[src/rtl/axi_lite_regfile_slave_if.sv]
// AXI-Lite bus bundle for the register-file slave: all five channels,
// with master and slave views.
interface axi_lite_regfile_slave_if #(
    parameter int ADDR_WIDTH = 32,
    parameter int DATA_WIDTH = 32
);
    localparam int STRB_W = DATA_WIDTH / 8;

    logic [ADDR_WIDTH-1:0] AWADDR;
    logic                  AWVALID;
    logic                  AWREADY;
    logic [DATA_WIDTH-1:0] WDATA;
    logic [STRB_W-1:0]     WSTRB;
    logic                  WVALID;
    logic                  WREADY;
    logic [1:0]            BRESP;
    logic                  BVALID;
    logic                  BREADY;
    logic [ADDR_WIDTH-1:0] ARADDR;
    logic                  ARVALID;
    logic                  ARREADY;
    logic [DATA_WIDTH-1:0] RDATA;
    logic [1:0]            RRESP;
    logic                  RVALID;
    logic                  RREADY;

    modport master (
        output AWADDR, AWVALID, input AWREADY,
        output WDATA, WSTRB, WVALID, input WREADY,
        input  BRESP, BVALID, output BREADY,
        output ARADDR, ARVALID, input ARREADY,
        input  RDATA, RRESP, RVALID, output RREADY
    );

    modport slave (
        input  AWADDR, AWVALID, output AWREADY,
        input  WDATA, WSTRB, WVALID, output WREADY,
        output BRESP, BVALID, input BREADY,
        input  ARADDR, ARVALID, output ARREADY,
        output RDATA, RRESP, RVALID, input RREADY
    );
endinterface

[src/rtl/axi_lite_regfile_slave.sv]
// AXI-Lite slave mapping NUM_REGS byte-strobed registers; exports all register
// contents and a per-register write pulse. Every bus output is registered.
module axi_lite_regfile_slave #(
    parameter int ADDR_WIDTH = 32,
    parameter int DATA_WIDTH = 32,
    parameter int NUM_REGS   = 16
) (
    input  logic                           ACLK,
    input  logic                           ARESETn,
    axi_lite_regfile_slave_if.slave        bus,
    output logic [NUM_REGS*DATA_WIDTH-1:0] reg_out,
    output logic [NUM_REGS-1:0]            wr_pulse
);
    localparam int STRB_W   = DATA_WIDTH / 8;
    localparam int ADDR_LSB = $clog2(STRB_W);
    localparam int IDX_W    = (NUM_REGS > 1) ? $clog2(NUM_REGS) : 1;

    localparam logic [1:0] RESP_OKAY   = 2'b00;
    localparam logic [1:0] RESP_SLVERR = 2'b10;

    typedef enum logic {W_IDLE, W_RESP} w_state_e;
    typedef enum logic {R_IDLE, R_DATA} r_state_e;

    logic [DATA_WIDTH-1:0] regs_reg [NUM_REGS];
    logic [NUM_REGS-1:0]   wr_pulse_reg;

    w_state_e              w_state_reg, w_state_next;
    logic                  aw_held_reg, aw_held_next;
    logic                  w_held_reg, w_held_next;
    logic [ADDR_WIDTH-1:0] awaddr_reg, awaddr_next;
    logic [DATA_WIDTH-1:0] wdata_reg, wdata_next;
    logic [STRB_W-1:0]     wstrb_reg, wstrb_next;
    logic                  awready_reg, awready_next;
    logic                  wready_reg, wready_next;
    logic                  bvalid_reg, bvalid_next;
    logic [1:0]            bresp_reg, bresp_next;

    r_state_e              r_state_reg, r_state_next;
    logic                  arready_reg, arready_next;
    logic                  rvalid_reg, rvalid_next;
    logic [DATA_WIDTH-1:0] rdata_reg, rdata_next;
    logic [1:0]            rresp_reg, rresp_next;

    logic                  aw_hs, w_hs, commit, reg_wr;
    logic [ADDR_WIDTH-1:0] cur_awaddr, wr_word, rd_word;
    logic [DATA_WIDTH-1:0] cur_wdata;
    logic [STRB_W-1:0]     cur_wstrb;
    logic                  wr_ok, rd_ok;
    logic [IDX_W-1:0]      wr_idx, rd_idx;

    // A word index below NUM_REGS implies every address bit above the index is zero.
    always_comb begin
        aw_hs      = bus.AWVALID && awready_reg;
        w_hs       = bus.WVALID && wready_reg;
        cur_awaddr = aw_hs ? bus.AWADDR : awaddr_reg;
        cur_wdata  = w_hs ? bus.WDATA : wdata_reg;
        cur_wstrb  = w_hs ? bus.WSTRB : wstrb_reg;
        wr_word    = cur_awaddr >> ADDR_LSB;
        wr_ok      = wr_word < ADDR_WIDTH'(NUM_REGS);
        wr_idx     = wr_word[IDX_W-1:0];
        rd_word    = bus.ARADDR >> ADDR_LSB;
        rd_ok      = rd_word < ADDR_WIDTH'(NUM_REGS);
        rd_idx     = rd_word[IDX_W-1:0];
        commit     = (w_state_reg == W_IDLE) && (aw_held_reg || aw_hs) && (w_held_reg || w_hs);
        reg_wr     = commit && wr_ok;
    end

    always_comb begin
        w_state_next = w_state_reg;
        aw_held_next = aw_held_reg;
        w_held_next  = w_held_reg;
        awaddr_next  = awaddr_reg;
        wdata_next   = wdata_reg;
        wstrb_next   = wstrb_reg;
        awready_next = awready_reg;
        wready_next  = wready_reg;
        bvalid_next  = bvalid_reg;
        bresp_next   = bresp_reg;
        case (w_state_reg)
            W_IDLE: begin
                if (aw_hs) begin
                    awaddr_next  = bus.AWADDR;
                    aw_held_next = 1'b1;
                end
                if (w_hs) begin
                    wdata_next  = bus.WDATA;
                    wstrb_next  = bus.WSTRB;
                    w_held_next = 1'b1;
                end
                if (commit) begin
                    w_state_next = W_RESP;
                    aw_held_next = 1'b0;
                    w_held_next  = 1'b0;
                    awready_next = 1'b0;
                    wready_next  = 1'b0;
                    bresp_next   = wr_ok ? RESP_OKAY : RESP_SLVERR;
                end else begin
                    awready_next = !(aw_held_reg || aw_hs);
                    wready_next  = !(w_held_reg || w_hs);
                end
            end
            W_RESP: begin
                awready_next = 1'b0;
                wready_next  = 1'b0;
                // First W_RESP cycle carries the write pulse; BVALID follows a cycle later.
                if (!bvalid_reg) begin
                    bvalid_next = 1'b1;
                end else if (bus.BREADY) begin
                    bvalid_next  = 1'b0;
                    w_state_next = W_IDLE;
                    awready_next = 1'b1;
                    wready_next  = 1'b1;
                end
            end
            default: w_state_next = W_IDLE;
        endcase
    end

    always_comb begin
        r_state_next = r_state_reg;
        arready_next = arready_reg;
        rvalid_next  = rvalid_reg;
        rdata_next   = rdata_reg;
        rresp_next   = rresp_reg;
        case (r_state_reg)
            R_IDLE: begin
                arready_next = 1'b1;
                if (bus.ARVALID && arready_reg) begin
                    arready_next = 1'b0;
                    rvalid_next  = 1'b1;
                    rdata_next   = rd_ok ? regs_reg[rd_idx] : '0;
                    rresp_next   = rd_ok ? RESP_OKAY : RESP_SLVERR;
                    r_state_next = R_DATA;
                end
            end
            R_DATA: begin
                if (bus.RREADY) begin
                    rvalid_next  = 1'b0;
                    arready_next = 1'b1;
                    r_state_next = R_IDLE;
                end
            end
            default: r_state_next = R_IDLE;
        endcase
    end

    always_ff @(posedge ACLK or negedge ARESETn) begin
        if (!ARESETn) begin
            w_state_reg <= W_IDLE;
            aw_held_reg <= 1'b0;
            w_held_reg  <= 1'b0;
            awaddr_reg  <= '0;
            wdata_reg   <= '0;
            wstrb_reg   <= '0;
            awready_reg <= 1'b0;
            wready_reg  <= 1'b0;
            bvalid_reg  <= 1'b0;
            bresp_reg   <= 2'b00;
            r_state_reg <= R_IDLE;
            arready_reg <= 1'b0;
            rvalid_reg  <= 1'b0;
            rdata_reg   <= '0;
            rresp_reg   <= 2'b00;
        end else begin
            w_state_reg <= w_state_next;
            aw_held_reg <= aw_held_next;
            w_held_reg  <= w_held_next;
            awaddr_reg  <= awaddr_next;
            wdata_reg   <= wdata_next;
            wstrb_reg   <= wstrb_next;
            awready_reg <= awready_next;
            wready_reg  <= wready_next;
            bvalid_reg  <= bvalid_next;
            bresp_reg   <= bresp_next;
            r_state_reg <= r_state_next;
            arready_reg <= arready_next;
            rvalid_reg  <= rvalid_next;
            rdata_reg   <= rdata_next;
            rresp_reg   <= rresp_next;
        end
    end

    always_ff @(posedge ACLK or negedge ARESETn) begin
        if (!ARESETn) begin
            for (int r = 0; r < NUM_REGS; r++) begin
                regs_reg[r] <= '0;
            end
            wr_pulse_reg <= '0;
        end else begin
            for (int r = 0; r < NUM_REGS; r++) begin
                wr_pulse_reg[r] <= reg_wr && (wr_idx == IDX_W'(r));
                if (reg_wr && (wr_idx == IDX_W'(r))) begin
                    for (int b = 0; b < STRB_W; b++) begin
                        if (cur_wstrb[b]) begin
                            regs_reg[r][b*8 +: 8] <= cur_wdata[b*8 +: 8];
                        end
                    end
                end
            end
        end
    end

    genvar gi;
    generate
        for (gi = 0; gi < NUM_REGS; gi++) begin : g_reg_out
            assign reg_out[gi*DATA_WIDTH +: DATA_WIDTH] = regs_reg[gi];
        end
    endgenerate

    assign wr_pulse    = wr_pulse_reg;
    assign bus.AWREADY = awready_reg;
    assign bus.WREADY  = wready_reg;
    assign bus.BVALID  = bvalid_reg;
    assign bus.BRESP   = bresp_reg;
    assign bus.ARREADY = arready_reg;
    assign bus.RVALID  = rvalid_reg;
    assign bus.RDATA   = rdata_reg;
    assign bus.RRESP   = rresp_reg;
endmodule

[src/flat_wrapper.sv]
// flat-port wrapper written by rule: the top's interface ports become plain ports
module axi_lite_regfile_slave_flat 
#(
    parameter int ADDR_WIDTH = 32,
    parameter int DATA_WIDTH = 32,
    parameter int NUM_REGS   = 16
)
  (ACLK, ARESETn, reg_out, wr_pulse, bus_AWADDR, bus_AWVALID, bus_AWREADY, bus_WDATA, bus_WSTRB, bus_WVALID, bus_WREADY, bus_BRESP, bus_BVALID, bus_BREADY, bus_ARADDR, bus_ARVALID, bus_ARREADY, bus_RDATA, bus_RRESP, bus_RVALID, bus_RREADY);
  axi_lite_regfile_slave_if #(.ADDR_WIDTH(ADDR_WIDTH), .DATA_WIDTH(DATA_WIDTH)) bus_i ();
  input  logic ACLK;
  input  logic ARESETn;
  output logic [NUM_REGS*DATA_WIDTH-1:0] reg_out;
  output logic [NUM_REGS-1:0] wr_pulse;
  input wire logic [$bits(bus_i.AWADDR)-1:0] bus_AWADDR;
  input wire logic [$bits(bus_i.AWVALID)-1:0] bus_AWVALID;
  output wire logic [$bits(bus_i.AWREADY)-1:0] bus_AWREADY;
  input wire logic [$bits(bus_i.WDATA)-1:0] bus_WDATA;
  input wire logic [$bits(bus_i.WSTRB)-1:0] bus_WSTRB;
  input wire logic [$bits(bus_i.WVALID)-1:0] bus_WVALID;
  output wire logic [$bits(bus_i.WREADY)-1:0] bus_WREADY;
  output wire logic [$bits(bus_i.BRESP)-1:0] bus_BRESP;
  output wire logic [$bits(bus_i.BVALID)-1:0] bus_BVALID;
  input wire logic [$bits(bus_i.BREADY)-1:0] bus_BREADY;
  input wire logic [$bits(bus_i.ARADDR)-1:0] bus_ARADDR;
  input wire logic [$bits(bus_i.ARVALID)-1:0] bus_ARVALID;
  output wire logic [$bits(bus_i.ARREADY)-1:0] bus_ARREADY;
  output wire logic [$bits(bus_i.RDATA)-1:0] bus_RDATA;
  output wire logic [$bits(bus_i.RRESP)-1:0] bus_RRESP;
  output wire logic [$bits(bus_i.RVALID)-1:0] bus_RVALID;
  input wire logic [$bits(bus_i.RREADY)-1:0] bus_RREADY;
  assign bus_i.AWADDR = bus_AWADDR;
  assign bus_i.AWVALID = bus_AWVALID;
  assign bus_AWREADY = bus_i.AWREADY;
  assign bus_i.WDATA = bus_WDATA;
  assign bus_i.WSTRB = bus_WSTRB;
  assign bus_i.WVALID = bus_WVALID;
  assign bus_WREADY = bus_i.WREADY;
  assign bus_BRESP = bus_i.BRESP;
  assign bus_BVALID = bus_i.BVALID;
  assign bus_i.BREADY = bus_BREADY;
  assign bus_i.ARADDR = bus_ARADDR;
  assign bus_i.ARVALID = bus_ARVALID;
  assign bus_ARREADY = bus_i.ARREADY;
  assign bus_RDATA = bus_i.RDATA;
  assign bus_RRESP = bus_i.RRESP;
  assign bus_RVALID = bus_i.RVALID;
  assign bus_i.RREADY = bus_RREADY;
  axi_lite_regfile_slave #(.ADDR_WIDTH(ADDR_WIDTH), .DATA_WIDTH(DATA_WIDTH), .NUM_REGS(NUM_REGS)) u_core (.ACLK(ACLK), .ARESETn(ARESETn), .bus(bus_i), .reg_out(reg_out), .wr_pulse(wr_pulse));
endmodule
[config.mk]
export PLATFORM = sky130hd
export DESIGN_NAME = axi_lite_regfile_slave_flat
export DESIGN_NICKNAME = d
export VERILOG_FILES = /design/src/rtl/axi_lite_regfile_slave_if.sv /design/src/rtl/axi_lite_regfile_slave.sv /design/src/flat_wrapper.sv
export SDC_FILE = /design/constraint.sdc
export NUM_CORES = 1
export LEC_CHECK = 0
export CORE_UTILIZATION = 40
export CTS_BUF_LIST = sky130_fd_sc_hd__clkbuf_4
export DETAILED_ROUTE_END_ITERATION = 10
export PLACE_DENSITY = 0.67
export REMOVE_ABC_BUFFERS = 1
export SLEW_MARGIN = 0
export SYNTH_ARGS = -nofsm -noshare
export SYNTH_HDL_FRONTEND = slang
export SYNTH_SLANG_ARGS = --single-unit
[constraint.sdc]
create_clock -name ACLK -period 2.1 [get_ports ACLK]
set_clock_uncertainty 0.1 [all_clocks]
set_input_delay 0.42 -clock ACLK [delete_from_list [all_inputs] [get_ports ACLK]]
set_output_delay 0.42 -clock ACLK [all_outputs]
set_load 0.02 [all_outputs]
# After elaboration in Yosys (flattened, before gate mapping)
# Cells that the tools add are included.
[word_totals]
ff_bits = 641
latch_bits = 0
mem_bits_rw = 0
mem_bits_ro = 0
inputBits = 107
out_inout_bits = 569
word_cells = 235
n_memories = 0
[classes]
add_sub_neg = 0
n_mul = 0
n_div = 0
magnitude_cmp = 3
n_eq_ne = 17
shift = 0
mux = 32
bitwise = 3
n_reduce_logical = 99
[op_table]
columns = ["op", "n"]
rows = [
  ["2-to-1 mux 32 bit", 5],
  ["AND reduction 2 bit", 70],
  ["binary-select mux 32 bit (select 4 bit)", 1],
  ["< comparator 30 x 5 -> 1 bit (second input constant)", 2],
  ["equality test 4 bit (second input constant)", 8],
  ["logical AND 1 bit", 22],
  ["2-to-1 mux 1 bit", 17],
  ["equality test 4 x 3 -> 1 bit (second input constant)", 4],
  ["case mux 1 bit (2 select lines)", 6],
  ["equality test 4 x 2 -> 1 bit (second input constant)", 2],
  ["greater-or-equal comparator 5 bit (second input constant)", 1],
  ["NOT 4 -> 5 bit", 1],
  ["equality test 4 x 1 -> 1 bit (second input constant)", 1],
  ["zero test 4 bit", 1],
  ["2-to-1 mux 2 bit", 2],
  ["2-to-1 mux 4 bit", 1],
  ["nonzero test 2 bit", 2],
  ["zero test 1 bit", 2],
  ["logical OR 1 bit", 2],
  ["inequality test 2 x 1 -> 1 bit (second input constant)", 1],
  ["inequality test 2 bit (second input constant)", 1],
  ["NOT 1 bit", 2],
]

# Depth between registers and ports, before layout
[depth]
depth_word = 7
ltp_mapped = 8
ltp_nobuf = 5

# Worst setup path after synthesis
# No wires, ideal clock.
[synth_path]
path_kind = "register to register"
from = "register u_core.awready_reg (netlist: u_core.bus.AWREADY)"
to = "register u_core.regs_reg (netlist bit u_core.reg_out[224])"
setup_ps = 125
arrival_time_ps = 2044
required_time_ps = 1875
slack_ps = -169
path_stages_with_launch = 8
n_path_buf = 2
synth_period_minus_slack_ps = 2269
cell_sequence = "dfrtp_1 > buf_2 > a211oi_2 > and4_4 > o22ai_2 > buf_6 > nor3_4 > mux2_2"
[synth_between]
elab_chain_len = 7
word_cells_on_any_way = 10
cone_classes = "1 x order compare; 1 x eq/ne; 1 x mux; 7 x reduce/logical"
[synth_lines]
columns = ["element", "line_no", "source"]
rows = [
  ["from (decl)", "axi_lite_regfile_slave.sv:33", "logic awready_reg, awready_next;"],
  ["from (signal assigned)", "axi_lite_regfile_slave.sv:171", "awready_reg <= awready_next;"],
  ["logical AND 1 bit *", "axi_lite_regfile_slave.sv:53", "aw_hs = bus.AWVALID && awready_reg;"],
  ["parallel branches: the longest is 4 deep, another holds < comparator 30 x 5 -> 1 bit", "n/a", ""],
  ["logical AND 1 bit *", "axi_lite_regfile_slave.sv:192", "if (reg_wr && (wr_idx == IDX_W'(r))) begin"],
  ["AND reduction 2 bit (no line) *", "n/a", ""],
  ["to (signal, indexed assignment)", "axi_lite_regfile_slave.sv:195", "regs_reg[r][b*8 +: 8] <= cur_wdata[b*8 +: 8];"],
  ["to (decl)", "axi_lite_regfile_slave.sv:24", "logic [DATA_WIDTH-1:0] regs_reg [NUM_REGS];"],
]
# Every way passes the cells marked *.
# A chain may end at the register's enable or synchronous reset.

# Final worst setup path
[layout_path]
from = "register u_core.awready_reg (netlist: u_core.bus.AWREADY)"
to = "register u_core.regs_reg (netlist bit u_core.reg_out[68])"
# Same word-level chain as after synthesis.

==> results.toml <==
[status]
run_status = "complete, but fails checks"
violations = "negative setup slack"

[timing]
relSlewSlack = 0.1214
tns_ns = -78.12
slew_viol_final = 0
setup_slack_ns = -0.2259
rsz0062_at_grt = "yes"
hold_viol = 0
setup_viol = 545
period_needed_ns = 2.326
clock.fmax_mhz = 430.0
post-route-period-util = 1.108
tightest_slew_ns = 1.315

[finish]
final.fill_count = 5120
post-route-cell-area_sq_um = 47340
drive_above_1_share = 0.7088
final_cell_mix = "buf_4 (652), dfrtp_1 (593), buf_6 (577)"
areaGrowthSynthToFinish_pct = 62.17
instances_no_fill = 4423
fin_nets = 3463
largest_reg_flops = 512
mostFrequentLayoutCell = "buf_4"

[clocking]
cts_num_sinks = 637
clkTransAtPathRegs_ns = 0.06
cts_root_buf = "clkbuf_4"
cts_tree = "done"
clock_path_buffers = 3
numCtsBuffers = 171
cts-htree-levels = 4
clock_latency_ns = 1.01

[floorplanning]
placeableCoreArea_sq_um = 71850
start_util = 0.4063
core.rowCount = 98
die_y_um = 272.2
die_area_sq_um = 74070
ios = 676
die_x_um = 272.2

[grt]
grt_max_degree = 61
grtUsageTotal = 0.3062
grt_pass1_wl_um = 166400
grt-ovfl-total = 0
grt_pass1_vias = 25344
antenna_found_initial = 8

[setup_path]
arrival_ns = 3.04
critPathLaunchType = "flip-flop"
crit_family = "simple AND/OR/NAND/NOR gates"
crit_type = "reg2reg"
path_buf_inv = 3
endpoint_kind = "flip-flop"
crit_required_ns = 2.82
crit_chain = "buf_4 > nand2_1 > o31ai_2 > and2_1 > buf_4 > nand3_2 > buf_4 > mux2_2"
max_stage_delay_ns = 0.43
cp_max_fo = 9
crit_top_cell = "buf_4"
slowest_stage = "dfrtp_2"

[place]
gp_congestion = 0.9220
dp.cells = 3540
postPlaceCellArea_sq_um = 39120
dp.final_hpwl_um = 77860
port_buffers = 669

[logic_synthesis]
synth_top_area_cell = "dfrtp_1"
synth-compound-area-share = 0.03296
synthSimpleGateAreaFrac = 0.05687
synthesis.area_sq_um = 29190
synthMuxAreaShare = 0.3428
synth.distinct_cells = 49
synth-adder-area-share = 0
synth_edf_count = 0
synth-seq-area-share = 0.5460
syn_avg_cell_area_sq_um = 16.00
synth-xor-area-share = 0
synth_ff_type = "dfrtp_1"
synth-async-reset-ratio = 1.000
synth_top_family_by_area = "multiplexers"
synth_warnings = 0
synthTopCellsByArea = "dfrtp_1 (55%), mux2_2 (20%), mux4_2 (9.9%)"
synth_top_area_frac = 0.5460
synth_cells = 1825
ys_seq_elements = 637

[power]
power.total_uw = 31760
p_leak_uw = 0.02399
powerDensity_nw_per_um2 = 671.0
ir_worst_vdd_uv = 729.8

[worst_hold_path]
hp-class = "in2reg"

[drt]
ant_nets = 0
drt_first_iter_violations = 1816
wl_per_cell_um = 26.18
num_vias = 24135
firstDrtPassIters = 5
wirelength_um = 115800
drc_errors = 0
vias_per_cell = 5.457

[flow_run]
maxCapViolCount = 0
cells by family (layout without fill, tap and decap cells):
group / after synthesis / count (layout)
AOI/OAI and AO/OA: 124 / 124
buffers and inverters: 127 / 1766
DFF: 637 / 637
muxes: 742 / 742
other: 1 / 10
and+or+nand+nor: 194 / 194
metrics by stage:
step | setup slack (ns) | hold slack, ns | utilization
after floorplan | -1.219 | 0.02441 | -
final | -0.2259 | 0.1496 | 0.6589
after CTS | -0.2296 | 0.01798 | 0.6385
after global placement | -0.8536 | 0.2995 | 0.5445
after global routing | -0.2889 | 0.06019 | 0.6589
after detailed placement | -0.8675 | 0.3058 | 0.5445
worst min-delay path, cell delays in order:
cell	delay, ns
clkdlybuf4s50_1	0.52
buf_4	0.12
mux2_2	0.12
cell type report:
| type | count | area, sq um | area share |
|---|---|---|---|
| Antenna cell | 8 | 20.02 | 0.0004229 |
| Sequential cell | 637 | 16000 | 0.3379 |
| Multi-Input combinational cell | 1062 | 13270 | 0.2803 |
| Tap cell | 950 | 1189 | 0.02511 |
| Clock buffer | 237 | 1779 | 0.03758 |
| Inverter | 6 | 22.52 | 0.0004757 |
| Clock inverter | 45 | 289.0 | 0.006105 |
| Timing Repair Buffer | 1478 | 14780 | 0.3122 |
what timing repair did:
action / CTS / global route
gates cloned: 0 / 5
hold buffers: 63 / 0
pin swaps: 10 / 18
endpoints found under the setup margin: 1084 / 1050
buffers inserted: 409 / 118
resized for setup: 3562 / 115
endpoints found under the hold margin: 702 / 0
where the power goes:
part	internal, uW	switching (uW)
Combinational	2850	4550
Clock	5550	5320
Sequential	13000	475
path summary, 6_finish.rpt:
path                                       from                    end  slack, ns  depth (start not counted)
setup / recovery             u_core.bus.AWREADY     u_core.reg_out[68]      -0.23                          8
hold / removal                    bus_AWADDR[6]   u_core.awaddr_reg[6]       0.15                          3
setup reg to reg             u_core.bus.AWREADY     u_core.reg_out[68]      -0.23                          8
hold reg to reg            u_core.wdata_reg[17]   u_core.wdata_reg[17]       0.40                          1
max in group asynchronous               ARESETn  u_core.awaddr_reg[17]       0.64                          5
min in group asynchronous               ARESETn    u_core.bus.RDATA[5]       0.66                          4
synth_stat cells (2+ instances only):
library cell / number
a22oi_1: 65
dfrtp_1: 637
a211o_1: 2
and2_1: 16
nand3_2: 17
o21ai_0: 3
and4_1: 3
mux2_2: 530
mux4_2: 128
nand4b_1: 4
nand3_1: 2
nand4_1: 3
buf_6: 3
mux2_4: 56
o31ai_1: 3
inv_1: 6
nor3_4: 20
nand2b_1: 5
clkbuf_1: 68
buf_2: 31
o31a_1: 3
nor2_1: 9
a22o_1: 32
buf_8: 2
nand3_4: 27
nand2_1: 52
nor2b_1: 2
buf_1: 8
buf_12: 2
mux2_1: 28
a21oi_1: 5
and3_1: 10
nor4_1: 16
o21ai_1: 6
buf_4: 7
metal layers:
metal	part of all wire	vias up	GRT usage	wire [um]
met4	0.040	4	0.1280	4689
met5	0.00022	-	0	25
li1	-	10088	-	-
met1	0.38	12519	0.3758	44030
met2	0.50	1231	0.5132	57670
met3	0.081	293	0.07785	9370
(Power assumes the default switching activity.)
